===== src/rtl/dram_port_arbiter.sv =====
// Two-requester arbiter in front of the DRAM wrapper's single request port.
// Round-robin with an urgent override for m0, one transaction in flight, completion timeout, soft abort.
module dram_port_arbiter #(
  parameter int ADDR_WIDTH = 27,
  parameter int DATA_WIDTH = 32,
  parameter int TIMEOUT    = 1024
) (
  input  logic                  clk,
  input  logic                  rst_n,
  input  logic                  soft_reset,
  input  logic                  m0_req,
  input  logic                  m0_urgent,
  input  logic                  m0_we,
  input  logic [ADDR_WIDTH-1:0] m0_addr,
  input  logic [DATA_WIDTH-1:0] m0_wdata,
  output logic                  m0_ack,
  output logic                  m0_err,
  output logic [DATA_WIDTH-1:0] m0_rdata,
  input  logic                  m1_req,
  input  logic                  m1_we,
  input  logic [ADDR_WIDTH-1:0] m1_addr,
  input  logic [DATA_WIDTH-1:0] m1_wdata,
  output logic                  m1_ack,
  output logic                  m1_err,
  output logic [DATA_WIDTH-1:0] m1_rdata,
  output logic                  mem_req,
  output logic                  mem_we,
  output logic [ADDR_WIDTH-1:0] mem_addr,
  output logic [DATA_WIDTH-1:0] mem_wdata,
  input  logic                  mem_ack,
  input  logic [DATA_WIDTH-1:0] mem_rdata,
  output logic                  busy,
  output logic [7:0]            timeout_cnt,
  output logic [1:0]            state_dbg
);

  typedef enum logic [1:0] {
    IDLE  = 2'd0,
    ISSUE = 2'd1,
    DONE  = 2'd2
  } state_t;

  localparam int            CW        = $clog2(TIMEOUT);
  localparam logic [CW-1:0] WAIT_LAST = CW'(TIMEOUT - 1);

  state_t        state;
  logic          grant;      // 0 = m0, 1 = m1 for the transaction in flight
  logic          last_grant;
  logic [CW-1:0] wait_cnt;
  logic          pick_m1;
  logic          any_req;

  // Urgent m0 first, then a lone requester, then whoever was not served last.
  always_comb begin
    pick_m1 = 1'b0;
    if (m0_req && m0_urgent) begin
      pick_m1 = 1'b0;
    end else if (m0_req && m1_req) begin
      pick_m1 = ~last_grant;
    end else begin
      pick_m1 = m1_req;
    end
  end

  assign any_req   = m0_req | m1_req;
  assign busy      = (state != IDLE);
  assign state_dbg = state;

  always_ff @(posedge clk or negedge rst_n) begin
    if (!rst_n) begin
      state       <= IDLE;
      grant       <= 1'b0;
      last_grant  <= 1'b1;
      wait_cnt    <= '0;
      mem_req     <= 1'b0;
      mem_we      <= 1'b0;
      mem_addr    <= '0;
      mem_wdata   <= '0;
      m0_ack      <= 1'b0;
      m0_err      <= 1'b0;
      m0_rdata    <= '0;
      m1_ack      <= 1'b0;
      m1_err      <= 1'b0;
      m1_rdata    <= '0;
      timeout_cnt <= '0;
    end else begin
      m0_ack <= 1'b0;
      m0_err <= 1'b0;
      m1_ack <= 1'b0;
      m1_err <= 1'b0;
      if (soft_reset) begin
        state       <= IDLE;
        mem_req     <= 1'b0;
        last_grant  <= 1'b1;
        timeout_cnt <= '0;
        wait_cnt    <= '0;
      end else begin
        case (state)
          IDLE: begin
            if (any_req) begin
              grant      <= pick_m1;
              last_grant <= pick_m1;
              mem_we     <= pick_m1 ? m1_we    : m0_we;
              mem_addr   <= pick_m1 ? m1_addr  : m0_addr;
              mem_wdata  <= pick_m1 ? m1_wdata : m0_wdata;
              mem_req    <= 1'b1;
              wait_cnt   <= '0;
              state      <= ISSUE;
            end
          end
          ISSUE: begin
            // A completion on the last wait cycle still counts as a success.
            if (mem_ack) begin
              mem_req <= 1'b0;
              if (grant) begin
                m1_rdata <= mem_rdata;
                m1_ack   <= 1'b1;
              end else begin
                m0_rdata <= mem_rdata;
                m0_ack   <= 1'b1;
              end
              state <= DONE;
            end else if (wait_cnt == WAIT_LAST) begin
              mem_req <= 1'b0;
              if (timeout_cnt != 8'hFF) begin
                timeout_cnt <= timeout_cnt + 8'd1;
              end
              if (grant) begin
                m1_ack <= 1'b1;
                m1_err <= 1'b1;
              end else begin
                m0_ack <= 1'b1;
                m0_err <= 1'b1;
              end
              state <= DONE;
            end else begin
              wait_cnt <= wait_cnt + 1'b1;
            end
          end
          DONE: begin
            state <= IDLE;
          end
          default: begin
            mem_req <= 1'b0;
            state   <= IDLE;
          end
        endcase
      end
    end
  end

endmodule


===== config.mk =====
export PLATFORM = sky130hd
export DESIGN_NAME = dram_port_arbiter
export DESIGN_NICKNAME = d
export VERILOG_FILES = /design/src/rtl/dram_port_arbiter.sv
export SDC_FILE = /design/constraint.sdc
export NUM_CORES = 1
export LEC_CHECK = 0
export CAP_MARGIN = 0
export CORE_AREA = 5 5 116 139
export CTS_BUF_LIST = sky130_fd_sc_hd__clkbuf_8
export DETAILED_ROUTE_END_ITERATION = 8
export DIE_AREA = 0 0 121 144
export GPL_TIMING_DRIVEN = 0
export HOLD_SLACK_MARGIN = 0.06
export PLACE_DENSITY = 0.89
export RECOVER_POWER = 100
export SYNTH_ARGS = -nofsm -noshare
export SYNTH_HDL_FRONTEND = slang
export SYNTH_SLANG_ARGS = --single-unit

===== constraint.sdc =====
create_clock -name clk -period 4.5 [get_ports clk]
set_clock_uncertainty 0.1 [all_clocks]
set_input_delay 1.125 -clock clk [delete_from_list [all_inputs] [get_ports clk]]
set_output_delay 1.125 -clock clk [all_outputs]
set_load 0.1 [all_outputs]

==> impl_results.md, run 1 <==
- Required time of the critical path: 3270 ps
- HPWL after DPL: 15800 um
- Via/cell ratio: 5.11
- Level count of the clock H-tree: 4
- Met3 Use GR: 0.0755
- Root buf cell: clkbuf_8
- PD cells: 747 nW/um2
- I/O pin total: 299
- First-pass GRT wire length: 31400 um
- Worst min path class: reg2reg
- Crit-path cells: clkbuf_2 -> nor2_1 -> inv_1 -> dlygate4sd3_1
- Mapped Area: 6570 um2
- CP peak stage delay: 1200 ps
- Net Sw Power: 0.00437 W
- Synth-to-layout area growth: 54.0%
- Std-Cell Rows: 49
- Vias in the first global route: 5830
- Post-DRT Antenna Nets: 0
- Initial DRC Count: 232
- Post-CTS Setup Bufs: 0
- Final worst-path cycle share: 0.790
- RSZ-0062 raised after global routing: no
- Port buffer count: 297
- Post-place instance area: 9830 um2
- Sequential power share: 0.260
- Crit path DAT: 2330 ps
- Count of final setup violators: 0
- Core Footprint: 14800 um2
- Grt met1 use: 0.255
- WL final: 20400 um
- Worst path buffer plus inverter count: 3
- Hold buffers post-CTS: 0
- Total number of yosys warnings: 0
- Delay-heaviest family, CP: buffers and inverters
- Final worst path period need: 3560 ps
- CTS tree: yes
- Grt total ovfl: 0
- Clock Tree Buf Depth: 2
- Max Fanout on Critical Path: 7
- Ys flop type: dfrtp_1
- Peak supply drop: 0.850 mV
- Largest area contributor in the netlist: dfrtp_1
- FF+latch count, synth: 151
- Post-Synthesis Cells: 547
- Count leader, synth: dfrtp_1
- Reg area: 3780 um2
- DRC: 0
- Sinks on Clock Net: 151
- Crit start category: register
- Antenna violations before repair: 0
- Die width: 121 um
- Max Cap Violations: 1
- Worst Setup Path Type: reg2out
- Gr usage total: 0.234
- Fin area: 10100 um2
- Commonest cells post-synth: dfrtp_1, nor2_1, a21oi_1
- Total CTS buffers: 17
- Failing checks: max-capacitance violations, max-slew violations
- Final Hold Viols: 0
- Post-CTS sizing: 0
- Final GP Congestion: 0.821
- Worst-margin pin slew: 2110 ps
- Largest net degree at the start of global routing: 88
- Diodes inserted: 0
- Worst skew pair latency: 450 ps
- P_int: 0.00319 W
- Synth top area share: 0.571
- GRT met2 Usage: 0.421
- Syn Nets: 708
- Post-synthesis sequential area ratio: 0.575
- FILL cells: 1083
- Post-synth EDFFs: 0
- Multi-input logic area: 2530 um2
- Fmax: 281 MHz
- Layout Utilization: 0.685
- Comb power frac: 0.603
- Initial Utilization: 0.445
- DRT Pass-1 Iters: 5
- Average wire per standard cell: 18.9 um
- Vias: 5522
- Avg Inst Size Synth: 12.0 um2
- Switching Fraction: 0.578
- Chip Height: 144 um
- CP max-delay cell: dlygate4sd3_1
- Count of cell types in the netlist: 48
- Share of cells above drive strength 1: 0.129
- Slew HR: -0.407
- Grt peak-use layer: met2
- Clk pin slew, worst setup/hold paths: 80 ps
- Slew Limit Fails: 88
- Leak pwr: 4.53 nW
- Hold_ws: 402 ps
- Die area: 17400 um2
- Critical path capture point type: output port
- Clock Power Share: 0.137
- Synth top area cells: dfrtp_1, mux2_2, mux2i_1
- Final Net Count: 1025
- Synth async-reset ratio: 1.00
- Run status: finished with violations
[sequential cells by signal (all words and copies together) (netlist names)]
register / count
m0_err: 1
m1_ack: 1
timeout_cnt: 8
m1_err: 1
mem_we: 1
m1_rdata: 32
mem_wdata: 32
state_dbg: 2
last_grant: 1
m0_ack: 1
m0_rdata: 32
grant: 1
mem_addr: 27
mem_req: 1
wait_cnt: 10
[placed cells by master (no fill, tap or decap), types with 3 or more instances in the layout]
cell | netlist | layout
buf_2 | 11 | 5
clkdlybuf4s50_1 | 0 | 154
clkbuf_8 | 0 | 19
nor3_1 | 4 | 4
mux2i_1 | 64 | 64
dfrtp_1 | 150 | 150
a31oi_1 | 5 | 6
o21ai_0 | 8 | 8
buf_6 | 3 | 3
and2_1 | 4 | 4
a21oi_1 | 65 | 65
dlygate4sd3_1 | 0 | 142
clkbuf_1 | 6 | 23
nor2_1 | 68 | 68
inv_6 | 0 | 5
mux2_2 | 64 | 64
nand3_1 | 12 | 12
inv_1 | 10 | 10
clkinv_4 | 0 | 3
and3_1 | 7 | 7
or4_1 | 3 | 3
o31ai_1 | 4 | 4
nand2_1 | 13 | 13
[final timing paths]
path	endpoint	from	cells past startpoint	slack (ps)
worst max-delay path	busy	state_dbg[1]	4	940
worst min-delay path	mem_req	mem_req	2	400
worst max register to register	mem_wdata[6]	state_dbg[1]	5	1760
worst min register to register	mem_req	mem_req	2	400
max in group asynchronous	m0_rdata[30]	rst_n	2	1300
min in group asynchronous	mem_wdata[27]	rst_n	1	530
[metrics by stage]
stage	worst slack [ps]	power, W	setup TNS (ps)	cells
floorplan	1350	0.00548	0	547
global placement	-3940	0.00668	-591710	1048
detailed placement	1040	0.00675	0	1049
CTS	931	0.00780	0	1081
global route	800	0.00782	0	1081
finish	945	0.00756	0	1081
[cell type report]
class                      count  area share
sequential                   151       0.373
multi-input combinational    353       0.250
tap                          204      0.0252
buffer                        33      0.0145
clock inverter                13      0.0133
clock buffer                  19      0.0258
inverter                      10     0.00371
timing repair buffer         298       0.294
[power by group through the flow]
stage               registers [W]  logic (W)  clock network [W]
finish                    0.00197    0.00456            0.00103
global route              0.00203    0.00467            0.00112
CTS                       0.00199    0.00475            0.00107
detailed placement        0.00201    0.00474                  0
global placement          0.00198    0.00470                  0
floorplan                 0.00500   0.000483                  0
[cells by family after synthesis]
logic type               Yosys count  share of synthesized area
adder cells (fa/ha/maj)            2                    0.00381
multiplexers                     129                      0.209
AO/OA/AOI/OAI                     95                     0.0837
AND/OR/NAND/NOR                  127                     0.0965
buffers and inverters             43                     0.0322
flip-flops                       151                      0.575
[worst min-delay path: cells and delay by family (launching register included)]
family	cells	cell delay, ps
flip-flops	1	360
AND/OR/NAND/NOR	2	110
[metal layers]
layer / part of all wire / vias up
met5: 0 / -
met4: 0.026 / 0
met3: 0.084 / 36
met2: 0.53 / 216
met1: 0.36 / 2687
li1: - / 2583
Note: power is estimated with default switching activity, not from simulation.
==> run 2: changes to the inputs <==
- CORE_AREA: 5 5 116 139 -> 5 5 125 151
- DIE_AREA: 0 0 121 144 -> 0 0 130 156
- PLACE_DENSITY: 0.89 -> 0.81
- clock period: 4.5 -> 3.2 ns (I/O delays scaled with it)
==> run 2 against run 1 <==
Net effect: the run still ends with max-capacitance violations, max-slew violations left; die area increased by 16%; critical path depth fell by 3; clock power increased by 33%; via count down 0.96%; routed wire length decreased by 2.6%; count of clock-buffer cells in the layout shrank 1; flip-flop and latch count is the same; combinational power rose by 40%; highest routed layer unchanged.
==> impl_results.md, run 2 (synthesis gave the netlist of run 1 again) <==
- Final Net Count: 1025
- Die width: 130 um
- Via/cell ratio: 4.99
- Final worst-path cycle share: 0.947
- Crit path DAT: 2130 ps
- Layout Cells excl Fill: 1097
- M1 wire length: 7750 um
- Post-CTS Setup Bufs: 0
- WL final: 19900 um
- Place WS: -147 ps
- CTS tree: yes
- Post-CTS sizing: 1
- Placed Cells: 1065
- DRT Pass-1 Iters: 5
- Chip Height: 156 um
- Average wire per standard cell: 18.1 um
- Worst path buffer plus inverter count: 1
- Required time of the critical path: 2300 ps
- Share of cells above drive strength 1: 0.132
- Slew Limit Fails: 72
- Largest net degree at the start of global routing: 81
- Slew HR: -0.220
- Synth-to-layout area growth: 54.4%
- DRC: 0
- Total CTS buffers: 17
- Vias: 5469
- Grt total ovfl: 0
- Worst-margin pin slew: 1830 ps
- Initial Utilization: 0.381
- Peak supply drop: 0.459 mV
- Worst Setup Path Type: reg2out
- Worst min path class: reg2reg
- Hold buffers post-CTS: 0
- Max Fanout on Critical Path: 8
- Failing checks: max-capacitance violations, max-slew violations
- CP peak stage delay: 1200 ps
- Final GP Congestion: 0.839
- Core Footprint: 17200 um2
- Die area: 20300 um2
- Crit-path cells: clkdlybuf4s50_1
- Fmax: 330 MHz
- Count of final setup violators: 0
- Final worst path period need: 3030 ps
- Antenna violations before repair: 0
- First-pass GRT wire length: 30500 um
- Root buf cell: clkbuf_8
- PD cells: 1040 nW/um2
- I/O pin total: 299
- Level count of the clock H-tree: 4
- CP max-delay cell: clkdlybuf4s50_1
- Critical path capture point type: output port
- Clk pin slew, worst setup/hold paths: 90 ps
- Vias in the first global route: 5610
- Highest Signal Layer: met4
- Post-DRT Antenna Nets: 0
- Std-Cell Rows: 53
- Regs by FF count: m0_rdata (32), m1_rdata (32), mem_wdata (32)
- Met2 WL: 10100 um
- Worst skew pair latency: 450 ps
- Port buffer count: 297
- Sinks on Clock Net: 151
- Final Hold Viols: 0
- Initial DRC Count: 239
- HPWL after DPL: 15400 um
- Crit start category: register
- Commonest non-fill, non-tap cells in the layout: clkdlybuf4s50_1, dfrtp_1, dlygate4sd3_1
- RSZ-0062 raised after global routing: no
- Setup WS post-layout: 169 ps
- Gr usage total: 0.196
- Run status: finished with violations
- Clock Tree Buf Depth: 2
- Delay-heaviest family, CP: buffers and inverters
- Most common cell after layout, fill and taps aside: clkdlybuf4s50_1
- Leak pwr: 4.53 nW
- Diodes inserted: 0
- Layout Utilization: 0.589
- Max Cap Violations: 1
- Metal3 WL: 1530 um
[run 2: path summary, 6_finish.rpt]
kind                               from           end  slack (ps)  cells past startpoint
setup / recovery           state_dbg[0]  state_dbg[0]         170                      1
hold / removal                    grant        m0_ack         370                      1
setup reg to reg           state_dbg[1]   m0_rdata[0]         460                      6
hold reg to reg                   grant        m0_ack         370                      1
max in group asynchronous         rst_n    last_grant        1100                      2
min in group asynchronous         rst_n  m0_rdata[28]         710                      1
[run 2: worst reg2reg max path, cell delays in order (launching register included)]
cell and delay, ps:
dfrtp_1 390, clkbuf_1 180, nor3b_1 500, and3_1 230
clkbuf_1 260, clkbuf_1 550, mux2_2 420
[run 2: area by class of cell]
cell class | count | area (um2)
fillers | 1440 | 7090
well taps | 220 | 275
multi-input cells | 353 | 2550
clock inverters | 14 | 115
plain buffers | 33 | 154
clock buffers | 18 | 248
flip-flops and latches | 151 | 3780
inverters | 10 | 37.5
repair buffers | 298 | 2990
[run 2: power by group]
group	total (W)	internal (W)	switching, W
Sequential	0.00275	0.00248	0.000270
Clock	0.00137	0.000575	0.000795
Combinational	0.00640	0.00132	0.00508
[run 2: routing by layer]
layer | vias up | GRT usage
li1 | 2578 | -
met1 | 2644 | 0.233
met2 | 221 | 0.333
met3 | 26 | 0.0568
met4 | 0 | 0.0748
met5 | - | 0
[run 2: through the flow]
| step | hold WS [ps] | total power (W) | instance area (um2) | setup TNS [ps] |
|---|---|---|---|---|
| 2_1_floorplan | 339 | 0.00771 | 6570 | 0 |
| 3_3_place_gp | 358 | 0.00941 | 9820 | -733260 |
| 3_5_place_dp | 358 | 0.00948 | 9850 | -1300 |
| 4_1_cts | 243 | 0.0109 | 10200 | 0 |
| 5_1_grt | 393 | 0.0109 | 10200 | 0 |
| 6_report | 365 | 0.0105 | 10200 | 0 |
